$ cat config.mk
export PLATFORM = sky130hd
export DESIGN_NAME = fp_div_arbiter
export DESIGN_NICKNAME = d
export VERILOG_FILES = /design/src/rtl/fp_div_arbiter.sv
export SDC_FILE = /design/constraint.sdc
export NUM_CORES = 1
export LEC_CHECK = 0
export BUFFER_PORTS_ARGS = -buffer_cell sky130_fd_sc_hd__buf_4
export CORE_AREA = 2 2 157 159
export CTS_CLUSTER_DIAMETER = 200
export DETAILED_ROUTE_END_ITERATION = 16
export DIE_AREA = 0 0 159 161
export PLACE_DENSITY = 0.64
export SLEW_MARGIN = 40
export SYNTH_ARGS = -nofsm -noshare
export SYNTH_HDL_FRONTEND = slang
export SYNTH_SLANG_ARGS = --single-unit
$ cat constraint.sdc
create_clock -name clk -period 5.4 [get_ports clk]
set_input_delay 0.81 -clock clk [delete_from_list [all_inputs] [get_ports clk]]
set_output_delay 0.81 -clock clk [all_outputs]
set_load 0.01 [all_outputs]
$ cat src/rtl/fp_div_arbiter.sv
// ============================================================================
// Module      : fp_div_arbiter
// Description : Shares one serial floating-point divider among N_REQ clients.
//               The block arbitrates round-robin and latches the operands.
//               It sends a one-cycle start pulse to the divider, captures the
//               result and returns it over a valid/ready response. A watchdog
//               forces an error response if the divider never reports done.
// Revision    : 1.0 - initial release
// ============================================================================
`default_nettype none

module fp_div_arbiter #(
  parameter int N_REQ   = 4,
  parameter int ID_W    = 2,
  parameter int TIMEOUT = 255
) (
  input  logic                  clk,
  input  logic                  rst,
  // requester side
  input  logic [N_REQ-1:0]      req_valid_i,
  output logic [N_REQ-1:0]      req_ready_o,
  input  logic [N_REQ*32-1:0]   req_op_a_i,
  input  logic [N_REQ*32-1:0]   req_op_b_i,
  // response side
  output logic                  rsp_valid_o,
  input  logic                  rsp_ready_i,
  output logic [ID_W-1:0]       rsp_id_o,
  output logic [31:0]           rsp_res_o,
  output logic                  rsp_err_o,
  output logic                  busy_o,
  // divider side
  output logic                  div_start_o,
  output logic [31:0]           div_op_a_o,
  output logic [31:0]           div_op_b_o,
  input  logic                  div_done_i,
  input  logic [31:0]           div_res_i
);

  // The watchdog counter must be able to hold TIMEOUT itself.
  localparam int                CNT_W       = (TIMEOUT < 1) ? 1 : $clog2(TIMEOUT + 1);
  localparam logic [CNT_W-1:0]  CNT_MAX     = '1;
  localparam logic [CNT_W-1:0]  CNT_TIMEOUT = CNT_W'(TIMEOUT);
  localparam logic [ID_W-1:0]   LAST_ID     = ID_W'(N_REQ - 1);

  typedef enum logic [1:0] {
    ST_IDLE  = 2'd0,
    ST_ISSUE = 2'd1,
    ST_WAIT  = 2'd2,
    ST_RESP  = 2'd3
  } state_t;

  state_t              state_q, state_d;
  logic [ID_W-1:0]     rr_q, rr_d;          // highest-priority requester
  logic [ID_W-1:0]     gnt_q, gnt_d;        // owner of the operation in flight
  logic [31:0]         op_a_q, op_a_d;
  logic [31:0]         op_b_q, op_b_d;
  logic [CNT_W-1:0]    wait_cnt_q, wait_cnt_d;
  logic [31:0]         res_q, res_d;
  logic                err_q, err_d;

  logic                w_any;
  logic [ID_W-1:0]     w_gnt;
  logic [N_REQ-1:0]    w_onehot;
  logic [31:0]         w_op_a;
  logic [31:0]         w_op_b;

  assign w_any = |req_valid_i;

  // Round-robin pick. The first pass finds the lowest valid index overall.
  // The second pass overrides it with the lowest valid index at or above
  // rr_q. This is the same as a circular search that starts at rr_q.
  always_comb begin
    w_gnt = '0;
    for (int i = N_REQ - 1; i >= 0; i--) begin
      if (req_valid_i[i]) begin
        w_gnt = ID_W'(i);
      end
    end
    for (int i = N_REQ - 1; i >= 0; i--) begin
      if (req_valid_i[i] && (i >= int'(rr_q))) begin
        w_gnt = ID_W'(i);
      end
    end
  end

  // Decode the winner into a one-hot ready vector and select its operands.
  always_comb begin
    w_onehot = '0;
    w_op_a   = '0;
    w_op_b   = '0;
    for (int i = 0; i < N_REQ; i++) begin
      if (w_gnt == ID_W'(i)) begin
        w_onehot[i] = 1'b1;
        w_op_a      = req_op_a_i[32*i +: 32];
        w_op_b      = req_op_b_i[32*i +: 32];
      end
    end
  end

  // Ready is only offered while idle. It is also held low during reset, so
  // a requester already asserting valid sees no accept while rst is high.
  // rsp_ready_i does not reach this path.
  assign req_ready_o = ((state_q == ST_IDLE) && !rst && w_any) ? w_onehot : '0;

  assign busy_o      = (state_q != ST_IDLE);
  assign div_start_o = (state_q == ST_ISSUE);
  assign rsp_valid_o = (state_q == ST_RESP);
  assign rsp_id_o    = gnt_q;
  assign rsp_res_o   = res_q;
  assign rsp_err_o   = err_q;
  assign div_op_a_o  = op_a_q;
  assign div_op_b_o  = op_b_q;

  // Next-state and datapath-update logic for the arbitration sequence.
  always_comb begin
    state_d    = state_q;
    rr_d       = rr_q;
    gnt_d      = gnt_q;
    op_a_d     = op_a_q;
    op_b_d     = op_b_q;
    wait_cnt_d = wait_cnt_q;
    res_d      = res_q;
    err_d      = err_q;

    unique case (state_q)
      ST_IDLE: begin
        if (w_any) begin
          gnt_d   = w_gnt;
          op_a_d  = w_op_a;
          op_b_d  = w_op_b;
          state_d = ST_ISSUE;
        end
      end

      ST_ISSUE: begin
        wait_cnt_d = '0;
        state_d    = ST_WAIT;
      end

      ST_WAIT: begin
        wait_cnt_d = (wait_cnt_q == CNT_MAX) ? wait_cnt_q : wait_cnt_q + CNT_W'(1);
        // The divider's done is still high from its previous idle period in
        // the first WAIT cycle. It is only trusted once the count has moved.
        if (div_done_i && (wait_cnt_q != '0)) begin
          res_d   = div_res_i;
          err_d   = 1'b0;
          state_d = ST_RESP;
        end else if (wait_cnt_q == CNT_TIMEOUT) begin
          res_d   = '0;
          err_d   = 1'b1;
          state_d = ST_RESP;
        end
      end

      ST_RESP: begin
        // Fairness only advances on the handshake. A timed-out owner also
        // gives up its turn.
        if (rsp_ready_i) begin
          rr_d    = (gnt_q == LAST_ID) ? '0 : gnt_q + ID_W'(1);
          state_d = ST_IDLE;
        end
      end

      default: begin
        state_d = ST_IDLE;
      end
    endcase
  end

  // State and datapath registers. Reset aborts any operation in flight.
  always_ff @(posedge clk or posedge rst) begin
    if (rst) begin
      state_q    <= ST_IDLE;
      rr_q       <= '0;
      gnt_q      <= '0;
      op_a_q     <= '0;
      op_b_q     <= '0;
      wait_cnt_q <= '0;
      res_q      <= '0;
      err_q      <= 1'b0;
    end else begin
      state_q    <= state_d;
      rr_q       <= rr_d;
      gnt_q      <= gnt_d;
      op_a_q     <= op_a_d;
      op_b_q     <= op_b_d;
      wait_cnt_q <= wait_cnt_d;
      res_q      <= res_d;
      err_q      <= err_d;
    end
  end

endmodule

`default_nettype wire

-- Word-level counts from Yosys, hierarchy flattened
Index checks and enable logic that the tools add are counted.
W data, S select, Z words.
- bits in registers: 111
- input port bits: 296
- output and inout port bits: 106
- add/subtract/negate cells: 2
- magnitude comparators: 3
- eq/ne operators: 12
- mux-type cells: 32
- reductions and logical operators: 19
- operator list (cell ; count):
    $mux W32 ; 10
    $mux W2 ; 12
    $pmux W8 S2 ; 1
    $eq A2 B2 Y1 const B ; 5
    $add A8 B1 Y8 const B ; 1
    $eq A8 B8 Y1 const B ; 1
    $mux W8 ; 1
    $pmux W2 S4 ; 1
    $reduce_and A2 Y1 ; 4
    $reduce_bool A8 Y1 ; 1
    $logic_and A1 B1 Y1 ; 6
    $mux W1 ; 6
    $reduce_bool A2 Y1 ; 3
    $eq A2 B1 Y1 const B ; 2
    $ge A1 B2 Y1 const A ; 2
    $logic_not A2 Y1 ; 2
    $mux W4 ; 1
    $ne A2 B2 Y1 const B ; 2
    $reduce_or A4 Y1 ; 1
    $ne A3 B3 Y1 const B ; 1
    $reduce_and A3 Y1 ; 1
    $add A2 B1 Y2 const B ; 1
    $ge A2 B2 Y1 const A ; 1
    $ne A2 B1 Y1 const B ; 1
    $logic_not A1 Y1 ; 1

-- Longest topological paths before layout
Gate-level depths: netlist of run 1.
- word-level depth: 12
- depth in mapped cells: 8

-- Least setup slack after synthesis of run 1
Ideal clock, no wire load.
- path kind: input-to-output
- start: in rst
- end: out req_ready_o[0]
- arrival time: 3.614 ns
- data required time: 4.590 ns
- path slack: 0.976 ns
- stages on the path: 2
- buffers on the path: 0
- path through: inv_1 > and3_1
- cells in the longest elaborated chain, start to end: 4
- ends and longest elaborated chain (what ; RTL line ; text):
    start, declared ; 18 ; input logic rst,
    $logic_not A1 Y1 (no line) ; - ;
    $logic_and A1 B1 Y1 (2 in series) ; 103 ; assign req_ready_o = ((state_q == ST_IDLE) && !rst && w_any) ? w_onehot : '0;
    $mux W4 ; 103 ;
    end, declared ; 21 ; output logic [N_REQ-1:0] req_ready_o,
No other way between the ends.

-- Worst setup path in the final report of run 1
- start: in req_valid_i[1]
- end: out req_ready_o[3]
- cells in the longest elaborated chain, start to end: 9
- ends and longest elaborated chain (what ; RTL line ; text):
    start, declared ; 20 ; input logic [N_REQ-1:0] req_valid_i,
    $mux W2 (2 in series) ; 75 ; if (req_valid_i[i]) begin
    $mux W2 (4 in series) ; 80 ; if (req_valid_i[i] && (i >= int'(rr_q))) begin
    $eq A2 B2 Y1 ; 92 ; if (w_gnt == ID_W'(i)) begin
    $mux W1 ; 92 ;
    $mux W4 * ; 103 ;
Mark *: on every way between the ends. The rest lies on a longest branch, timed or not.

==> out/metrics.sh, run 1 <==
STATUS='completed'
NUMBER_OF_ENABLE_TYPE_REGISTER_CELLS_IN_THE_SYNTHESIZED_NETLIST=0
FINAL.SETUP_SKEW_PS=13.1
POST_CTS.RESIZED_INSTANCES=0
FINAL.MIN_CLOCK_PERIOD_PS=3080
MIN_PERIOD_OVER_PERIOD=0.570
VIAS_PER_CELL=5.07
IOPINCOUNT=402
DP.FINAL_HPWL_UM=17900
OVERFLOW=0
DPL_CELL_AREA_MM2=0.00941
WORST-PATH-MAX-FANOUT=46
R2R_END='div_op_a_o[13]'
SETUP.REG_TO_REG.WORST_SLACK_PS=2830
FINAL-MAX-SLEW-VIOLATION-COUNT=0
MAX_FREQ_MHz=325
CTS_MAX_PATH_BUFFERS=2
FINAL_SETUP_VIOLS=0
TIMING.REG2REG.WORST_PATH_DEPTH=7
ROW_COUNT=57
DRV.MAX_CAP_VIOLATION_COUNT=0
TIMING.SETUP.CRITICAL_PATH_CLASS='primary input to primary output'
SYNTHESIZED_INSTANCE_COUNT=602
WORSTREG2REGSTART='state_q[0]'
SYNTH.AVG_CELL_AREA_UM2=10.2
SLEW_AT_THE_PIN_CLOSEST_TO_ITS_MAX_SLEW_LIMIT_PS=759
ANTENNA_CELLS_INSERTED=0
POST_CTS_BUFFERS=0
GR-USAGE-ALL-LAYERS=0.183
WORST-ENDPOINT-REQUIRED_PS=4590
LARGEST_NET_DEGREE_AT_THE_START_OF_GLOBAL_ROUTING=67
WORST_PATH_MAX_DELAY_CELL='or3_4'
HP-CLASS='register to register'
TIMING.CRITICAL_PATH.MAX_DELAY_FAMILY='buffers and inverters'
HOLD-PATH-ENDPOINT='rsp_res_o[16]'
FIRST_GLOBAL_VIAS=6499
FIN_AREA_MM2=0.00972
NUMBER_OF_ANTENNA_VIOLATIONS_AT_THE_FIRST_CHECK_IN_GLOBAL_ROUTING=0
PLACE.PORT_BUFFERS=401
STARTING_UTILIZATION_OF_THE_CORE_AREA=0.257
CRIT_TOP_CELL='buf_4'
CAPTURING_ELEMENT_TYPE_OF_THE_CRITICAL_PATH='primary output'
DRT-INITIAL-DRC-COUNT=377
FF_LATCH_AREA_MM2=0.00278
CLOCK_SINK_COUNT=111
DESIGN.CORE.AREA_MM2=0.0240
POST_SYNTH_INSTANCE_AREA_MM2=0.00615
CTS_MADE_BUFFERS=9
VDD.IR_DROP.WORST_mV=0.215
WORST-PATH-BUF-INV=3
DETAIL_ROUTED_NET_LENGTH_PER_STANDARD_CELL_UM=18.7
SYN-NUM-NETS=905
DRIVE_GT1_FRAC=0.476
VIAS=6589
AREA_GROWTH_PCT=58.0
GRT_FIRST_PASS_WIRELENGTH_UM=37300
NFILLCELLS=2426
PREVAILING_POST_SYNTH_REGISTER_CELL='dfrtp_1'
GLOBALPLACE.CONGESTION=0.896
TIMING.MAX_SLEW.REL_SLACK=0.494
SYNTHARSTFLOPSHARE=1.00
CRIT_PATH_START_KIND='primary input'
CTS-ROOT-BUF='clkbuf_16'
UNREPAIRED_SETUP_ENDPOINTS_AFTER_GLOBAL_ROUTING='no'
SYNTH_SEQUENTIAL_AREA_RATIO=0.451
FINAL_CRITICAL_PATH_SETUP_SLACK_PS=2320
POST-SYNTH-TOP-COUNT-CELL='dfrtp_1'
CELLLEAKAGEPOWER_nW=4.68
WORSTPATHARRIVAL_PS=2270
NETLIST.TOP_CELL.BY_AREA='dfrtp_1'
FINISH.UTILIZATION=0.406
INSERTION_DELAY_PS=350
SYNTH_WARNINGS=0
CLKSLEWWORSTSETUPHOLDPATHS_PS=80
TOTALNEGATIVESETUPSLACK_PS=0
NUM-NETS-FINAL=1273
YS_TOP_CELLS_BY_AREA='dfrtp_1, a21oi_1, mux2i_1'
DRT_WL_TOTAL_UM=24300
MULTI_INPUT_AREA_MM2=0.00304
YS_FF_LATCH=111
DP_WORST_SETUP_SLACK_PS=2350
MIN_FROM='rsp_res_o[16]'
DIE_H_UM=161
DESIGN.DIE.AREA_MM2=0.0256
TRITONCTS='built'
SYNTH_CELL_TYPES=50
POST-LAYOUT-TOTAL-POWER_mW=4.91
CRIT_PATH_CELLS='buf_4, or3_4, o21ai_4, buf_4, nor3_1, buf_4'
YOSYS-TOP-CELLS-COUNT='dfrtp_1, a21oi_1, nand2_1'
DRC_ERRORS=0
WHS_PATH_DEPTH=1
POWER-PER-CELL-AREA_mW_PER_MM2=505
SYNTH_TOP_AREA_SHARE=0.451
DRTPASS1ITERATIONS=4
POSTCTSHOLDBUFS=0
HOLD_VIOL=0
DIE_X_UM=159
CP_SLOWEST_STAGE_DELAY_PS=430
FINAL_ANTENNA_NET_COUNT=0
HTREE_NUM_LEVELS=3
-- stage by stage --
stage | hold slack [ps] | instances
floorplan | 502 | 602
global placement | 485 | 1282
detailed placement | 483 | 1283
CTS | 509 | 1299
global route | 522 | 1299
finish | 503 | 1299
-- worst reg2reg max path: cells and delay by family, from the launching register on --
family	cells	cell delay (ps)
fa+ha+maj	1	340
compound gates	2	620
simple gates	1	200
buf+inv	3	910
flops	1	430
-- state kept, by name (all words and copies together), names as in the netlist --
signal	cells
rsp_id_o	2
rsp_res_o	32
wait_cnt_q	8
div_op_a_o	32
div_op_b_o	32
state_q	2
rr_q	2
rsp_err_o	1
-- how the worst max path moves through the flow --
stage	depth (start not counted)	end	start
3_5_place_dp	6	req_ready_o[3]	req_valid_i[1]
3_3_place_gp	6	req_ready_o[2]	req_valid_i[1]
5_1_grt	6	req_ready_o[1]	rr_q[0]
2_1_floorplan	2	req_ready_o[0]	rst
4_1_cts	6	req_ready_o[1]	rr_q[0]
6_report	6	req_ready_o[3]	req_valid_i[1]
-- routing by layer --
metal | up-vias | routed length (µm) | track usage | share of wire
met5 | - | 0 | 0 | 0
met4 | 0 | 577 | 0.0591 | 0.024
met3 | 38 | 1670 | 0.0452 | 0.069
met2 | 295 | 11600 | 0.292 | 0.48
met1 | 3159 | 10400 | 0.244 | 0.43
li1 | 3097 | - | - | -
-- area by class of cell --
cell class / count / area share
clock inverters: 7 / 0.00940
flip-flops and latches: 111 / 0.286
multi-input cells: 422 / 0.313
clock buffers: 9 / 0.0232
repair buffers: 415 / 0.323
well taps: 324 / 0.0417
inverters: 11 / 0.00450
-- where the power goes --
part           leakage (nW)  switching [mW]  total [mW]  internal (mW)
combinational          3.16            1.42        2.69           1.27
clock                 0.151           0.351       0.722          0.372
sequential             1.37           0.279        1.49           1.21
-- cells in the final DEF (no fill, tap or decap), types with 2 or more instances in the layout --
cell,Yosys,routed
and3_1,5,5
a21oi_1,95,95
clkbuf_16,0,9
nand4_1,3,3
clkinv_4,0,2
a221oi_2,14,14
inv_1,9,8
o21ai_0,9,9
buf_6,6,2
nor2b_1,6,6
mux2_2,2,2
a221oi_1,14,14
nor2_1,12,11
o22ai_1,30,30
nand2_1,49,49
o21ai_2,2,2
a22oi_1,32,32
a22oi_2,3,3
nand3_1,3,3
a211oi_1,3,3
a21boi_1,2,2
o221ai_1,35,35
a22o_1,32,32
nor3_1,3,3
buf_4,8,412
ha_1,7,7
dfrtp_1,111,111
o21ai_1,4,3
o31ai_1,2,2
mux2i_1,36,36
-- cells by family (layout without fill, tap and decap cells) --
logic type               count (synthesis)  in the layout  share of synthesized area
multiplexers                            38             38                     0.0622
XOR/XNOR                                 1              1                    0.00142
AND/OR/NAND/NOR                         89             89                     0.0679
AO/OA/AOI/OAI                          287            287                      0.344
buffers and inverters                   69            442                     0.0592
flip-flops                             111            111                      0.451
adder cells (fa/ha/maj)                  7              7                     0.0142
Power figures use the tool's default switching activity.
==> inputs of run 2 (changes only) <==
- clock period: 5.4 -> 3.15 ns (I/O delays scaled with it)
==> run 2 against run 1 <==
  * Critical path depth is the same
  * Global-route usage grew 0.38 points
  * Combinational power grew 74%
  * Clock power grew 61%
  * Core utilization grew 0.10 points
  * Register-to-register slack lost 1900 ps
  * Critical endpoint is now req_ready_o[1]
==> out/metrics.sh, run 2 (same netlist as run 1, synthesis figures left out) <==
TIMING.MAX_SLEW.REL_SLACK=0.604  # +0.110
CAPTURING_ELEMENT_TYPE_OF_THE_CRITICAL_PATH='primary output'
VIAS=6607  # +0.27%
CELLLEAKAGEPOWER_nW=4.70  # +0.46%
WORSTPATHARRIVAL_PS=2130  # -140 ps
DRIVE_GT1_FRAC=0.478  # +0.00219
DPL.CELL_COUNT=1289  # +0.47%
UNREPAIRED_SETUP_ENDPOINTS_AFTER_GLOBAL_ROUTING='no'
FIRST_GLOBAL_VIAS=6553  # +0.83%
DP.FINAL_HPWL_UM=18500  # +3.3%
DRT-INITIAL-DRC-COUNT=366  # -2.9%
GLOBALPLACE.CONGESTION=0.912  # +1.7%
DETAIL_ROUTED_NET_LENGTH_PER_STANDARD_CELL_UM=18.8  # +0.62%
HTREE_NUM_LEVELS=3  # unchanged
TIMING.REG2REG.WORST_PATH_DEPTH=7  # unchanged
DRTPASS1ITERATIONS=5  # +1
STATUS='completed'
IOPINCOUNT=402  # unchanged
CTS_MADE_BUFFERS=9  # unchanged
POST_CTS_BUFFERS=0  # unchanged
POST_CTS.RESIZED_INSTANCES=0  # unchanged
VIAS_PER_CELL=5.06  # -0.19%
WORST_HOLD_SLACK_PS=306  # -196 ps
PLACE.PORT_BUFFERS=401  # unchanged
ROW_COUNT=57  # unchanged
CTS-ROOT-BUF='clkbuf_16'
TOTALNEGATIVESETUPSLACK_PS=0  # unchanged
NUM-NETS-FINAL=1279  # +0.47%
TRITONCTS='built'
SETUP.REG_TO_REG.WORST_SLACK_PS=960  # -1870 ps
VDD.IR_DROP.WORST_mV=0.307  # +43%
GRT_FIRST_PASS_WIRELENGTH_UM=37900  # +1.7%
DPL_CELL_AREA_MM2=0.00946  # +0.53%
FINAL.SETUP_SKEW_PS=16.3  # +3.20 ps
LARGEST_NET_DEGREE_AT_THE_START_OF_GLOBAL_ROUTING=59  # -12%
POSTCTSHOLDBUFS=0  # unchanged
FIN_AREA_MM2=0.00975  # +0.26%
ANTENNA_CELLS_INSERTED=0  # unchanged
FINAL_COMMON_CELL='buf_4'
CRIT_PATH_START_KIND='register'
HP-CLASS='primary input to asynchronous set/reset pin'
POST-LAYOUT-TOTAL-POWER_mW=8.37  # +71%
WORST-ENDPOINT-REQUIRED_PS=2680  # -1910 ps
CRITPATHCAPTURE='req_ready_o[1]'
DIE_X_UM=159  # unchanged
DRV.MAX_CAP_VIOLATION_COUNT=0  # unchanged
CLOCK_SINK_COUNT=111  # unchanged
DRC_ERRORS=0  # unchanged
R2R_END='div_op_b_o[24]'
LAYOUT_COMMON_CELLS='buf_4, dfrtp_1, a21oi_1'
HOLD_VIOL=0  # unchanged
NUMBER_OF_ANTENNA_VIOLATIONS_AT_THE_FIRST_CHECK_IN_GLOBAL_ROUTING=0  # unchanged
STARTING_UTILIZATION_OF_THE_CORE_AREA=0.257  # unchanged
WORSTREG2REGSTART='state_q[1]'
AREA_GROWTH_PCT=58.4
MAX_FREQ_MHz=384
GR-USAGE-ALL-LAYERS=0.186  # +0.00377
WORST-PATH-MAX-FANOUT=16  # -65%
OVERFLOW=0  # unchanged
DIE_H_UM=161  # unchanged
DESIGN.DIE.AREA_MM2=0.0256  # unchanged
NFILLCELLS=2419  # -0.29%
FINAL_ANTENNA_NET_COUNT=0  # unchanged
FINAL-MAX-SLEW-VIOLATION-COUNT=0  # unchanged
POWER-PER-CELL-AREA_mW_PER_MM2=859  # +70%
SLEW_AT_THE_PIN_CLOSEST_TO_ITS_MAX_SLEW_LIMIT_PS=592  # -168 ps
WORSTSETUPSTARTPOINT='rr_q[0]'
INSERTION_DELAY_PS=360  # about the same
FINAL.MIN_CLOCK_PERIOD_PS=2610
TIMING.SETUP.CRITICAL_PATH_CLASS='register to primary output'
DRT_WL_TOTAL_UM=24600  # +1.1%
CTS_MAX_PATH_BUFFERS=2  # unchanged
CLKSLEWWORSTSETUPHOLDPATHS_PS=90  # about the same
MIN_PERIOD_OVER_PERIOD=0.827
LAYOUT.CELLS.NON_FILLER=1305  # +0.46%
DESIGN.CORE.AREA_MM2=0.0240  # unchanged
FINAL_SETUP_VIOLS=0  # unchanged
run 2: worst max-delay path, stage by stage, from the launching register on:
cell and delay [ps]:
dfrtp_1 570, clkinv_1 200, o21ai_1 210, and3_1 190, buf_4 260, and3_1 220, buf_4 130
run 2: worst min-delay path by stage:
stage / from / endpoint / slack [ps] / cells past startpoint
6_report: rst / div_op_b_o[5] / 310 / 3
5_1_grt: div_res_i[21] / rsp_res_o[21] / 320 / 2
4_1_cts: rst / div_op_b_o[5] / 320 / 3
3_5_place_dp: rsp_res_o[4] / rsp_res_o[4] / 490 / 1
3_3_place_gp: rsp_res_o[5] / rsp_res_o[5] / 480 / 1
2_1_floorplan: wait_cnt_q[6] / wait_cnt_q[6] / 500 / 1
run 2: layout make-up:
type,count,area (µm²),share of cell area
well taps,324,405,0.0416
repair buffers,421,3190,0.327
multi-input cells,422,3040,0.312
clock buffers,10,239,0.0245
inverters,11,45.0,0.00462
flip-flops and latches,111,2780,0.285
clock inverters,6,52.6,0.00539
run 2: report_power, final:
group	internal, mW	switching (mW)	total [mW]
clock network	0.575	0.586	1.16
logic	2.22	2.44	4.67
registers	2.07	0.471	2.55
run 2: stage by stage:
step	setup WS, ps	util
CTS	568	0.407
global placement	851	0.395
floorplan	147	-
global route	431	0.407
finish	544	0.407
detailed placement	807	0.395
run 2: per-layer routing:
layer / global-route usage / vias to the layer above / wire length, µm
met1: 0.245 / 3158 / 10600
li1: - / 3112 / -
met4: 0.0686 / 0 / 735
met5: 0 / - / 0
met3: 0.0452 / 48 / 1570
met2: 0.299 / 289 / 11700
==> inputs of run 3 (changes only) <==
- PLACE_DENSITY: 0.64 -> 0.65
- clock period: 3.15 -> 2.18 ns (I/O delays scaled with it)
==> run 3 against run 2 <==
  * Global-route usage is 0.34 points higher
  * First-iteration DRC count rose by 17%
  * Clock power grew 44%
  * Combinational power is 53% higher
  * Wire length is 2.0% higher
  * Register-to-register slack got worse by 800 ps
  * Cell area is 2.5% higher
  * Critical path type unchanged
  * Highest routed layer unchanged
==> out/metrics.sh, run 3 (same netlist as run 1, synthesis figures left out) <==
STATUS='completed'
FINAL_SETUP_VIOLS=0  # unchanged
WORST-ENDPOINT-REQUIRED_PS=1850  # -830 ps
UNREPAIRED_SETUP_ENDPOINTS_AFTER_GLOBAL_ROUTING='yes'
VIAS_PER_CELL=5.10  # +0.80%
ROW_COUNT=57  # unchanged
POWER-PER-CELL-AREA_mW_PER_MM2=1250  # +46%
NUMBER_OF_ANTENNA_VIOLATIONS_AT_THE_FIRST_CHECK_IN_GLOBAL_ROUTING=0  # unchanged
LARGEST_NET_DEGREE_AT_THE_START_OF_GLOBAL_ROUTING=60  # +1.7%
LAYOUT.CELLS.NON_FILLER=1317  # +0.92%
DPL_CELL_AREA_MM2=0.00964  # +1.9%
NFILLCELLS=2391  # -1.2%
MAX_FREQ_MHz=477
WORST-PATH-MAX-FANOUT=15  # -1
FIRST_GLOBAL_VIAS=6705  # +2.3%
DIE_H_UM=161  # unchanged
FINAL_COMMON_CELL='buf_4'
FINAL.MIN_CLOCK_PERIOD_PS=2100
GRT_FIRST_PASS_WIRELENGTH_UM=38600  # +1.8%
NUM-NETS-FINAL=1291  # +0.94%
CAPTURING_ELEMENT_TYPE_OF_THE_CRITICAL_PATH='primary output'
GR-USAGE-ALL-LAYERS=0.190  # +0.00337
MIN_PERIOD_OVER_PERIOD=0.962
FF_LATCH_AREA_MM2=0.00278  # about the same
DRC_ERRORS=0  # unchanged
CTS_MADE_BUFFERS=9  # unchanged
HTREE_NUM_LEVELS=3  # unchanged
LAYOUT_COMMON_CELLS='buf_4, dfrtp_1, a21oi_1'
WORSTPATHARRIVAL_PS=1770  # -360 ps
DRT_WL_TOTAL_UM=25100  # +2.0%
DETAIL_ROUTED_NET_LENGTH_PER_STANDARD_CELL_UM=19.0  # +1.1%
TIMING.MAX_SLEW.REL_SLACK=0.532  # -0.0723
FIN_AREA_MM2=0.00999  # +2.5%
TRITONCTS='built'
VIAS=6721  # +1.7%
DESIGN.DIE.AREA_MM2=0.0256  # unchanged
SLEW_AT_THE_PIN_CLOSEST_TO_ITS_MAX_SLEW_LIMIT_PS=702  # +111 ps
FINAL_ANTENNA_NET_COUNT=0  # unchanged
AREA_GROWTH_PCT=62.4
CLKSLEWWORSTSETUPHOLDPATHS_PS=90  # about the same
DRV.MAX_CAP_VIOLATION_COUNT=0  # unchanged
HP-CLASS='primary input to asynchronous set/reset pin'
FINAL.SETUP_SKEW_PS=18.8  # +2.53 ps
ANTENNA_CELLS_INSERTED=0  # unchanged
STARTING_UTILIZATION_OF_THE_CORE_AREA=0.257  # unchanged
VDD.IR_DROP.WORST_mV=0.598  # +95%
TOTALNEGATIVESETUPSLACK_PS=0  # unchanged
GLOBALPLACE.CONGESTION=0.887  # -2.7%
TIMING.SETUP.CRITICAL_PATH_CLASS='register to primary output'
DRIVE_GT1_FRAC=0.490  # +0.0123
OVERFLOW=0  # unchanged
DESIGN.CORE.AREA_MM2=0.0240  # unchanged
DP.FINAL_HPWL_UM=19000  # +3.0%
MULTI_INPUT_AREA_MM2=0.00306  # +0.66%
CELLLEAKAGEPOWER_nW=4.82  # +2.4%
CTS-ROOT-BUF='clkbuf_16'
CTS_MAX_PATH_BUFFERS=2  # unchanged
DPL.CELL_COUNT=1298  # +0.70%
DIE_X_UM=159  # unchanged
INSERTION_DELAY_PS=360  # about the same
DRT-INITIAL-DRC-COUNT=428  # +17%
DRTPASS1ITERATIONS=5  # unchanged
CRIT_PATH_START_KIND='register'
HOLD_VIOL=0  # unchanged
FINISH.UTILIZATION=0.417  # +0.0102
CLOCK_SINK_COUNT=111  # unchanged
PLACE.PORT_BUFFERS=401  # unchanged
FINAL-MAX-SLEW-VIOLATION-COUNT=0  # unchanged
IOPINCOUNT=402  # unchanged
[run 3: final cells by class]
cell class                 count  area share
multi-input combinational    422       0.306
tap                          324      0.0406
timing repair buffer         433       0.342
clock inverter                 7     0.00626
clock buffer                   9      0.0225
sequential                   111       0.278
inverter                      11     0.00451
[run 3: stage by stage]
step                power (mW)  setup slack, ps  hold WS (ps)
finish                    12.5             82.4          87.8
global route              13.4            -10.5           118
CTS                       12.6             5.47          84.4
detailed placement        10.8              182           484
global placement          10.7              251           486
floorplan                 7.60             -532           467
[run 3: power breakdown]
group	internal [mW]	total (mW)	switching [mW]
clock network	0.806	1.67	0.864
logic	3.50	7.15	3.65
registers	3.00	3.68	0.681
total	7.31	12.5	5.19
[run 3: layer usage]
metal | routed length (µm) | up-vias | global-route usage
met1 | 10600 | 3253 | 0.250
met5 | 0 | - | 0
li1 | - | 3131 | -
met4 | 375 | 0 | 0.0562
met3 | 1540 | 25 | 0.0354
met2 | 12600 | 312 | 0.319
[run 3: worst max-delay path, cell delays in order, from the launching register on]
cell	delay (ps)
dfrtp_1	400
buf_4	170
nor2b_2	40
o21ai_0	150
and3_4	230
buf_12	150
and3_1	160
buf_4	120
[run 3: worst paths after layout]
path / start / endpoint / slack [ps] / cells after the start
setup / recovery: rr_q[0] / req_ready_o[1] / 80 / 7
hold / removal: rst / div_op_b_o[20] / 90 / 3
setup reg to reg: wait_cnt_q[0] / state_q[1] / 160 / 6
hold reg to reg: rsp_res_o[15] / rsp_res_o[15] / 500 / 1
max in group asynchronous: rst / rsp_res_o[25] / 1430 / 3
min in group clk: div_res_i[20] / rsp_res_o[20] / 190 / 2
[run 3: timing repair]
action | 4_1_cts | 5_1_grt
setup endpoints to repair | 1 | 5
gates cloned | 1 | 0
setup buffers | 2 | 0
hold buffers | 0 | 0
pin swaps | 0 | 0
resized for setup | 1 | 6
